<file path="src/rtl/axis_pl_frame_dispatcher_pkg.sv">
// Shared constants and types for the PL-side frame dispatcher: header layout and FSM states.
package rfsoc_config;

  localparam int DATA_W = 256;

  localparam logic [7:0] HDR_MAGIC     = 8'hA5;
  localparam int         HDR_MAGIC_MSB = 255;
  localparam int         HDR_MAGIC_LSB = 248;
  localparam int         HDR_CH_MSB    = 7;
  localparam int         HDR_CH_LSB    = 0;
  localparam int         HDR_LEN_LSB   = 16;

  typedef enum logic [1:0] {DISP_IDLE, DISP_FWD, DISP_DROP} disp_state_t;

  // Width of a channel select; a single channel still needs one bit.
  function automatic int sel_w(input int n);
    return (n > 1) ? $clog2(n) : 1;
  endfunction

endpackage

</file>
<file path="src/rtl/axis_pl_frame_dispatcher_if.sv">
// Stream bundle around the dispatcher: the 256-bit input and the shared fan-out bus.
interface axis_pl_frame_dispatcher_if
  import rfsoc_config::*;
#(
  parameter int NUM_CH = 4
) ();
  logic [DATA_W-1:0] s_axis_tdata;
  logic              s_axis_tvalid;
  logic              s_axis_tready;
  logic [DATA_W-1:0] m_axis_tdata;
  logic [NUM_CH-1:0] m_axis_tvalid;
  logic              m_axis_tlast;
  logic [NUM_CH-1:0] m_axis_tready;

  modport slave (
    input  s_axis_tdata, s_axis_tvalid, m_axis_tready,
    output s_axis_tready, m_axis_tdata, m_axis_tvalid, m_axis_tlast
  );

  modport master (
    output s_axis_tdata, s_axis_tvalid, m_axis_tready,
    input  s_axis_tready, m_axis_tdata, m_axis_tvalid, m_axis_tlast
  );
endinterface

</file>
<file path="src/rtl/axis_skid_buffer.sv">
// Two-entry in-order skid buffer; in_ready depends only on registered occupancy.
module axis_skid_buffer #(
  parameter int W = 8
) (
  input  logic         clk,
  input  logic         rst,
  input  logic [W-1:0] in_data_i,
  input  logic         in_valid_i,
  output logic         in_ready_o,
  output logic [W-1:0] out_data_o,
  output logic         out_valid_o,
  input  logic         out_ready_i
);
  logic [W-1:0] head_q, head_d, tail_q, tail_d;
  logic [1:0]   cnt_q, cnt_d;
  logic         push, pop;

  assign in_ready_o  = (cnt_q != 2'd2);
  assign out_valid_o = (cnt_q != 2'd0);
  assign out_data_o  = head_q;
  assign push        = in_valid_i && in_ready_o;
  assign pop         = out_valid_o && out_ready_i;

  always_comb begin
    head_d = head_q;
    tail_d = tail_q;
    cnt_d  = cnt_q;
    case ({push, pop})
      2'b10: begin
        if (cnt_q == 2'd0) head_d = in_data_i;
        else               tail_d = in_data_i;
        cnt_d = cnt_q + 2'd1;
      end
      2'b01: begin
        if (cnt_q == 2'd2) head_d = tail_q;
        cnt_d = cnt_q - 2'd1;
      end
      // push and pop together only happen at occupancy 1
      2'b11: head_d = in_data_i;
      default: ;
    endcase
  end

  always_ff @(posedge clk) begin
    if (rst) begin
      head_q <= '0;
      tail_q <= '0;
      cnt_q  <= 2'd0;
    end else begin
      head_q <= head_d;
      tail_q <= tail_d;
      cnt_q  <= cnt_d;
    end
  end
endmodule

</file>
<file path="src/rtl/axis_pl_frame_dispatcher.sv">
// Header-driven frame dispatcher: routes payload beats to one of NUM_CH consumers over a shared bus.
module axis_pl_frame_dispatcher
  import rfsoc_config::*;
#(
  parameter int NUM_CH = 4,
  parameter int LEN_W  = 16
) (
  input  logic                        pl_clk,
  input  logic                        rst,
  axis_pl_frame_dispatcher_if.slave   axis,
  output logic                        busy,
  output logic                        frame_done,
  output logic                        hdr_err,
  output logic [15:0]                 frame_cnt,
  output logic [7:0]                  err_cnt
);
  localparam int SEL_W = sel_w(NUM_CH);
  localparam int ENT_W = DATA_W + SEL_W + 1;
  localparam logic [8:0] NUM_CH_L = 9'(NUM_CH);

  typedef struct packed {
    logic [DATA_W-1:0] data;
    logic [SEL_W-1:0]  sel;
    logic              last;
  } ent_t;

  disp_state_t       state_q, state_d;
  logic [LEN_W-1:0]  rem_q, rem_d;
  logic [SEL_W-1:0]  sel_q, sel_d;
  logic [15:0]       frame_cnt_q;
  logic [7:0]        err_cnt_q;

  logic              magic_ok, ch_ok, s_fire, sk_push, sk_ready, sk_vld, out_ready;
  logic [7:0]        hdr_ch;
  logic [LEN_W-1:0]  hdr_len;
  ent_t              ent_in, ent_out;

  assign magic_ok = (axis.s_axis_tdata[HDR_MAGIC_MSB:HDR_MAGIC_LSB] == HDR_MAGIC);
  assign hdr_ch   = axis.s_axis_tdata[HDR_CH_MSB:HDR_CH_LSB];
  assign hdr_len  = axis.s_axis_tdata[HDR_LEN_LSB +: LEN_W];
  assign ch_ok    = ({1'b0, hdr_ch} < NUM_CH_L);
  assign s_fire   = axis.s_axis_tvalid && axis.s_axis_tready;

  always_ff @(posedge pl_clk) begin
    if (rst) begin
      state_q <= DISP_IDLE;
      rem_q   <= '0;
      sel_q   <= '0;
    end else begin
      state_q <= state_d;
      rem_q   <= rem_d;
      sel_q   <= sel_d;
    end
  end

  always_comb begin
    state_d = state_q;
    rem_d   = rem_q;
    sel_d   = sel_q;
    case (state_q)
      DISP_IDLE: begin
        if (s_fire && magic_ok && hdr_len != '0) begin
          rem_d = hdr_len;
          if (ch_ok) begin
            sel_d   = hdr_ch[SEL_W-1:0];
            state_d = DISP_FWD;
          end else begin
            state_d = DISP_DROP;
          end
        end
      end
      DISP_FWD, DISP_DROP: begin
        if (s_fire) begin
          rem_d = rem_q - 1'b1;
          if (rem_q == LEN_W'(1)) state_d = DISP_IDLE;
        end
      end
      default: state_d = DISP_IDLE;
    endcase
  end

  // Header beats are always taken in IDLE; only payload is throttled by the output stage.
  always_comb begin
    axis.s_axis_tready = 1'b0;
    sk_push            = 1'b0;
    hdr_err            = 1'b0;
    if (!rst) begin
      case (state_q)
        DISP_IDLE: begin
          axis.s_axis_tready = 1'b1;
          hdr_err            = axis.s_axis_tvalid && (!magic_ok || !ch_ok);
        end
        DISP_FWD: begin
          axis.s_axis_tready = sk_ready;
          sk_push            = axis.s_axis_tvalid && sk_ready;
        end
        DISP_DROP: axis.s_axis_tready = 1'b1;
        default: ;
      endcase
    end
  end

  assign ent_in = '{data: axis.s_axis_tdata, sel: sel_q, last: (rem_q == LEN_W'(1))};

  axis_skid_buffer #(.W(ENT_W)) u_skid (
    .clk         (pl_clk),
    .rst         (rst),
    .in_data_i   (ent_in),
    .in_valid_i  (sk_push),
    .in_ready_o  (sk_ready),
    .out_data_o  (ent_out),
    .out_valid_o (sk_vld),
    .out_ready_i (out_ready)
  );

  assign out_ready         = axis.m_axis_tready[ent_out.sel];
  assign axis.m_axis_tdata = ent_out.data;
  assign axis.m_axis_tlast = sk_vld && ent_out.last;

  always_comb begin
    axis.m_axis_tvalid = '0;
    if (sk_vld) axis.m_axis_tvalid[ent_out.sel] = 1'b1;
  end

  assign frame_done = sk_vld && out_ready && ent_out.last;
  assign busy       = (state_q != DISP_IDLE) || sk_vld;

  always_ff @(posedge pl_clk) begin
    if (rst) begin
      frame_cnt_q <= '0;
      err_cnt_q   <= '0;
    end else begin
      if (frame_done) frame_cnt_q <= frame_cnt_q + 16'd1;
      if (hdr_err && err_cnt_q != 8'hFF) err_cnt_q <= err_cnt_q + 8'd1;
    end
  end

  assign frame_cnt = frame_cnt_q;
  assign err_cnt   = err_cnt_q;
endmodule

</file>
<file path="src/flat_wrapper.sv">
// flat-port wrapper written by rule: the top's interface ports become plain ports
module axis_pl_frame_dispatcher_flat import rfsoc_config::*;
#(
  parameter int NUM_CH = 4,
  parameter int LEN_W  = 16
)
  (pl_clk, rst, busy, frame_done, hdr_err, frame_cnt, err_cnt, axis_s_axis_tdata, axis_s_axis_tvalid, axis_m_axis_tready, axis_s_axis_tready, axis_m_axis_tdata, axis_m_axis_tvalid, axis_m_axis_tlast);
  axis_pl_frame_dispatcher_if #(.NUM_CH(NUM_CH)) axis_i ();
  input  logic pl_clk;
  input  logic rst;
  output logic busy;
  output logic frame_done;
  output logic hdr_err;
  output logic [15:0] frame_cnt;
  output logic [7:0] err_cnt;
  input wire logic [$bits(axis_i.s_axis_tdata)-1:0] axis_s_axis_tdata;
  input wire logic [$bits(axis_i.s_axis_tvalid)-1:0] axis_s_axis_tvalid;
  input wire logic [$bits(axis_i.m_axis_tready)-1:0] axis_m_axis_tready;
  output wire logic [$bits(axis_i.s_axis_tready)-1:0] axis_s_axis_tready;
  output wire logic [$bits(axis_i.m_axis_tdata)-1:0] axis_m_axis_tdata;
  output wire logic [$bits(axis_i.m_axis_tvalid)-1:0] axis_m_axis_tvalid;
  output wire logic [$bits(axis_i.m_axis_tlast)-1:0] axis_m_axis_tlast;
  assign axis_i.s_axis_tdata = axis_s_axis_tdata;
  assign axis_i.s_axis_tvalid = axis_s_axis_tvalid;
  assign axis_i.m_axis_tready = axis_m_axis_tready;
  assign axis_s_axis_tready = axis_i.s_axis_tready;
  assign axis_m_axis_tdata = axis_i.m_axis_tdata;
  assign axis_m_axis_tvalid = axis_i.m_axis_tvalid;
  assign axis_m_axis_tlast = axis_i.m_axis_tlast;
  axis_pl_frame_dispatcher #(.NUM_CH(NUM_CH), .LEN_W(LEN_W)) u_core (.pl_clk(pl_clk), .rst(rst), .axis(axis_i), .busy(busy), .frame_done(frame_done), .hdr_err(hdr_err), .frame_cnt(frame_cnt), .err_cnt(err_cnt));
endmodule
</file>
<file path="config.mk">
export PLATFORM = sky130hd
export DESIGN_NAME = axis_pl_frame_dispatcher_flat
export DESIGN_NICKNAME = d
export VERILOG_FILES = /design/src/rtl/axis_pl_frame_dispatcher_pkg.sv /design/src/rtl/axis_pl_frame_dispatcher_if.sv /design/src/rtl/axis_skid_buffer.sv /design/src/rtl/axis_pl_frame_dispatcher.sv /design/src/flat_wrapper.sv
export SDC_FILE = /design/constraint.sdc
export NUM_CORES = 1
export LEC_CHECK = 0
export BUFFER_PORTS_ARGS = -buffer_cell sky130_fd_sc_hd__clkbuf_2
export CAP_MARGIN = 25
export CORE_MARGIN = 5
export CORE_UTILIZATION = 36
export DETAILED_ROUTE_END_ITERATION = 10
export PLACE_DENSITY = 0.54
export SYNTH_ARGS = -nofsm -noshare
export SYNTH_HDL_FRONTEND = slang
export SYNTH_HIERARCHICAL = 1
export SYNTH_SLANG_ARGS = --single-unit
</file>
<file path="constraint.sdc">
create_clock -name pl_clk -period 3.5 [get_ports pl_clk]
set_input_delay 0.35 -clock pl_clk [delete_from_list [all_inputs] [get_ports pl_clk]]
set_output_delay 0.35 -clock pl_clk [all_outputs]
set_load 0.05 [all_outputs]
</file>
==> results.json <==
{
  "firstDrtPassIters": 6,
  "final_nets": 3846,
  "dp.cells": 4218,
  "drt_iter0_markers": 1284,
  "synthMuxAreaShare_pct": 24.3,
  "worstPathCellList": "mux4_2, nand2_1, inv_1, ha_1, or3b_1, a22o_4, buf_12, mux2_4",
  "dp.final_hpwl_um": 50700,
  "max_slew_margin_pct": 35.4,
  "leakage_nw": 14.4,
  "finalHoldViolCount": 0,
  "synth_top_family_by_area": "multiplexers",
  "drc": 0,
  "finalSetupTns_ps": 0,
  "cap_violations": 0,
  "cp-endpoint": "u_core/u_skid/out_data_o[45]",
  "grt_pass1_vias": 20900,
  "rsz0062_at_grt": "no",
  "yosys.area.top_type": "dfxtp_1",
  "wl_per_cell_um": 16.7,
  "worstMarginPinSlew_ps": 969,
  "ys_ff_latch": 564,
  "numPortBuffers": 551,
  "clock_path_buffers": 3,
  "die_y_um": 280,
  "hp-class": "primary input to flop",
  "setup_violations": 0,
  "layout-drive-gt1-share_pct": 27.1,
  "grt-ovfl-total": 0,
  "yosys_warnings": 6,
  "timing.hold.ws_ps": 49.7,
  "slew_violations": 0,
  "fin_area_um2": 34600,
  "via_per_inst": 4.74,
  "synth_fa_ha_area_share_pct": 0.524,
  "peakVddDrop_mv": 0.422,
  "cp-end-kind": "flop",
  "period_minus_slack_ps": 3200,
  "yosysMostFrequentCell": "dfxtp_1",
  "fillers": 6970,
  "synth-xor-area-share_pct": 0.600,
  "cts_tree": "built",
  "netlist_area_um2": 26300,
  "synth-edff-count": 0,
  "via_count": 21700,
  "status": "completed",
  "r2r-start": "u_core/u_skid/out_data_o[1]",
  "yosysUniqueCellTypes": 59,
  "slowest_delay_ps": 600,
  "ff_latch_area_um2": 11300,
  "fp.dieW_um": 280,
  "cts_inserted_buffers": 67,
  "crit_path_start_kind": "flop",
  "synth-simple-area-share_pct": 20.2,
  "post-route-period-util_pct": 91.4,
  "insertion_delay_ps": 600,
  "area_delta_synth_final_pct": 31.6,
  "synth-compound-area-share_pct": 7.13,
  "syn_nets": 3153,
  "worstSetupPathType": "flop to flop",
  "synth_top_area_share_pct": 43.0,
  "ctsResizeCount": 0,
  "reg2reg_slack_ps": 300,
  "skew_ps": 24.8,
  "synthCells": 2879,
  "initial_utilization_pct": 36.1,
  "crit_path_start": "u_core/u_skid/out_data_o[1]",
  "instances_no_fill": 4589,
  "cts_root_buffer": "clkbuf_16",
  "synth-async-reset-ratio_pct": 0,
  "arrival_ps": 3670,
  "synthFlopType": "dfxtp_1",
  "core_um2": 72700,
  "totalWireLength_um": 76700,
  "place.gp.congestion": 0.798,
  "final_antenna_net_count": 0,
  "cp_slowest_cell": "mux4_2",
  "seq_area_frac_synth_pct": 43.0,
  "pin_count": 552,
  "max_freq_mhz": 313,
  "synth_common_cells": "564 x dfxtp_1, 542 x nand2_1, 294 x nor2_1, 279 x a21oi_1, 265 x mux2i_1",
  "htreeDepth": 3,
  "dpl-instance-area_um2": 29800,
  "synth.avg_cell_area_um2": 9.12,
  "clk_pin_slew_worst_paths_ps": 60,
  "row_count": 99,
  "grt_pass1_wl_um": 119000,
  "powerDensity_nw_per_um2": 419,
  "r2r_end": "u_core/u_skid/out_data_o[45]",
  "dieArea_um2": 78500,
  "multi_input_area_um2": 13900,
  "worstPathMaxFanout": 40,
  "grt_max_degree": 203,
  "grt_use_total_pct": 18.4,
  "reg2reg_depth": 8,
  "grt_antenna_before_repair": 10,
  "ys_top_cells_by_area": "dfxtp_1 43%, mux2_4 12%, mux2i_1 10%, nand2_1 7.7%, nor2b_1 6.2%",
  "required_ps": 3970,
  "clock-sinks": 564
}
cell families after synthesis:
logic type | count (synthesis)
buf+inv | 234
simple gates | 1181
mux | 525
flops | 564
fa+ha+maj | 11
compound gates | 346
xor+xnor | 18
flip-flops by register name (all words and copies together) (netlist names):
name                      count
u_core/err_cnt                8
u_core/frame_cnt             16
u_core/rem_q                 16
u_core/sel_q                  2
u_core/state_q                2
u_core/u_skid/cnt_q           2
u_core/u_skid/out_data_o    259
u_core/u_skid/tail_q        259
layout by cell type (no fill, tap or decap), types with 5 or more instances in the layout:
cell and instances:
nand4_1 10, buf_4 34, inv_1 12, mux2_4 210, xor2_1 15, o21ai_0 19
clkbuf_2 550, nand2_1 542, clkbuf_8 24, dlygate4sd3_1 243, o32ai_1 6, clkbuf_1 12
nor2b_1 261, dfxtp_1 564, nor2_1 294, and3_1 5, buf_12 16, nor4_1 10
or3_1 8, ha_1 10, diode_2 9, nand3_1 15, mux2i_1 265, a21oi_1 279
nor3_1 12, clkbuf_16 69, mux2_2 49
where the power goes:
part | switching, W | internal, W | leakage [nW] | total (W)
Combinational | 0.000435 | 0.000401 | 8.74 | 0.000836
Clock | 0.00281 | 0.00443 | 1.14 | 0.00724
Sequential | 0.00000274 | 0.00642 | 4.54 | 0.00642
worst max-delay path: cells and delay by family, from the launching register on:
family	cells	cell delay (ps)
DFF	1	410
and+or+nand+nor	2	490
buffers and inverters	2	430
muxes	2	920
adders and majority gates	1	240
AOI/OAI and AO/OA	1	520
routing by layer:
layer / share of wire [%] / vias up / track usage [%] / wire length, um
li1: - / 11000 / - / -
met1: 46 / 10000 / 25.1 / 35500
met2: 44 / 577 / 28.7 / 33800
met3: 5.8 / 150 / 4.05 / 4480
met4: 3.7 / 6 / 6.94 / 2830
met5: 0.053 / - / 0 / 41
final cells by class:
class                      count  share of cell area [%]
inverter                      13                   0.141
sequential                   564                    32.7
multi-input combinational   2081                    40.2
timing repair buffer         845                    16.8
tap                          959                    3.47
clock inverter                13                   0.608
antenna                        9                  0.0651
clock buffer                 105                    6.08
stage by stage:
stage / setup slack, ps / utilization [%] / total power, W
2_1_floorplan: 829 / - / 0.00688
3_3_place_gp: 332 / 41.0 / 0.00716
3_5_place_dp: 327 / 41.0 / 0.00716
4_1_cts: 302 / 47.5 / 0.0147
5_1_grt: 194 / 47.5 / 0.0150
6_report: 302 / 47.5 / 0.0145
timing repair:
action	CTS	global route
setup endpoints to repair	0	0
endpoints found under the hold margin	246	0
buffers inserted	0	0
hold buffers	243	0
worst min path at each step:
stage	from	end	slack [ps]	depth (start not counted)
floorplan	u_core/rem_q[9]	u_core/rem_q[9]	430	2
global placement	u_core/u_skid/tail_q[235]	u_core/u_skid/tail_q[235]	440	2
detailed placement	u_core/u_skid/tail_q[192]	u_core/u_skid/tail_q[192]	450	2
CTS	axis_s_axis_tdata[18]	u_core/u_skid/tail_q[21]	2	3
global route	axis_s_axis_tdata[22]	u_core/u_skid/tail_q[25]	40	3
finish	axis_s_axis_tdata[17]	u_core/u_skid/tail_q[20]	50	3
No activity file was read; power rests on OpenSTA's default activity.
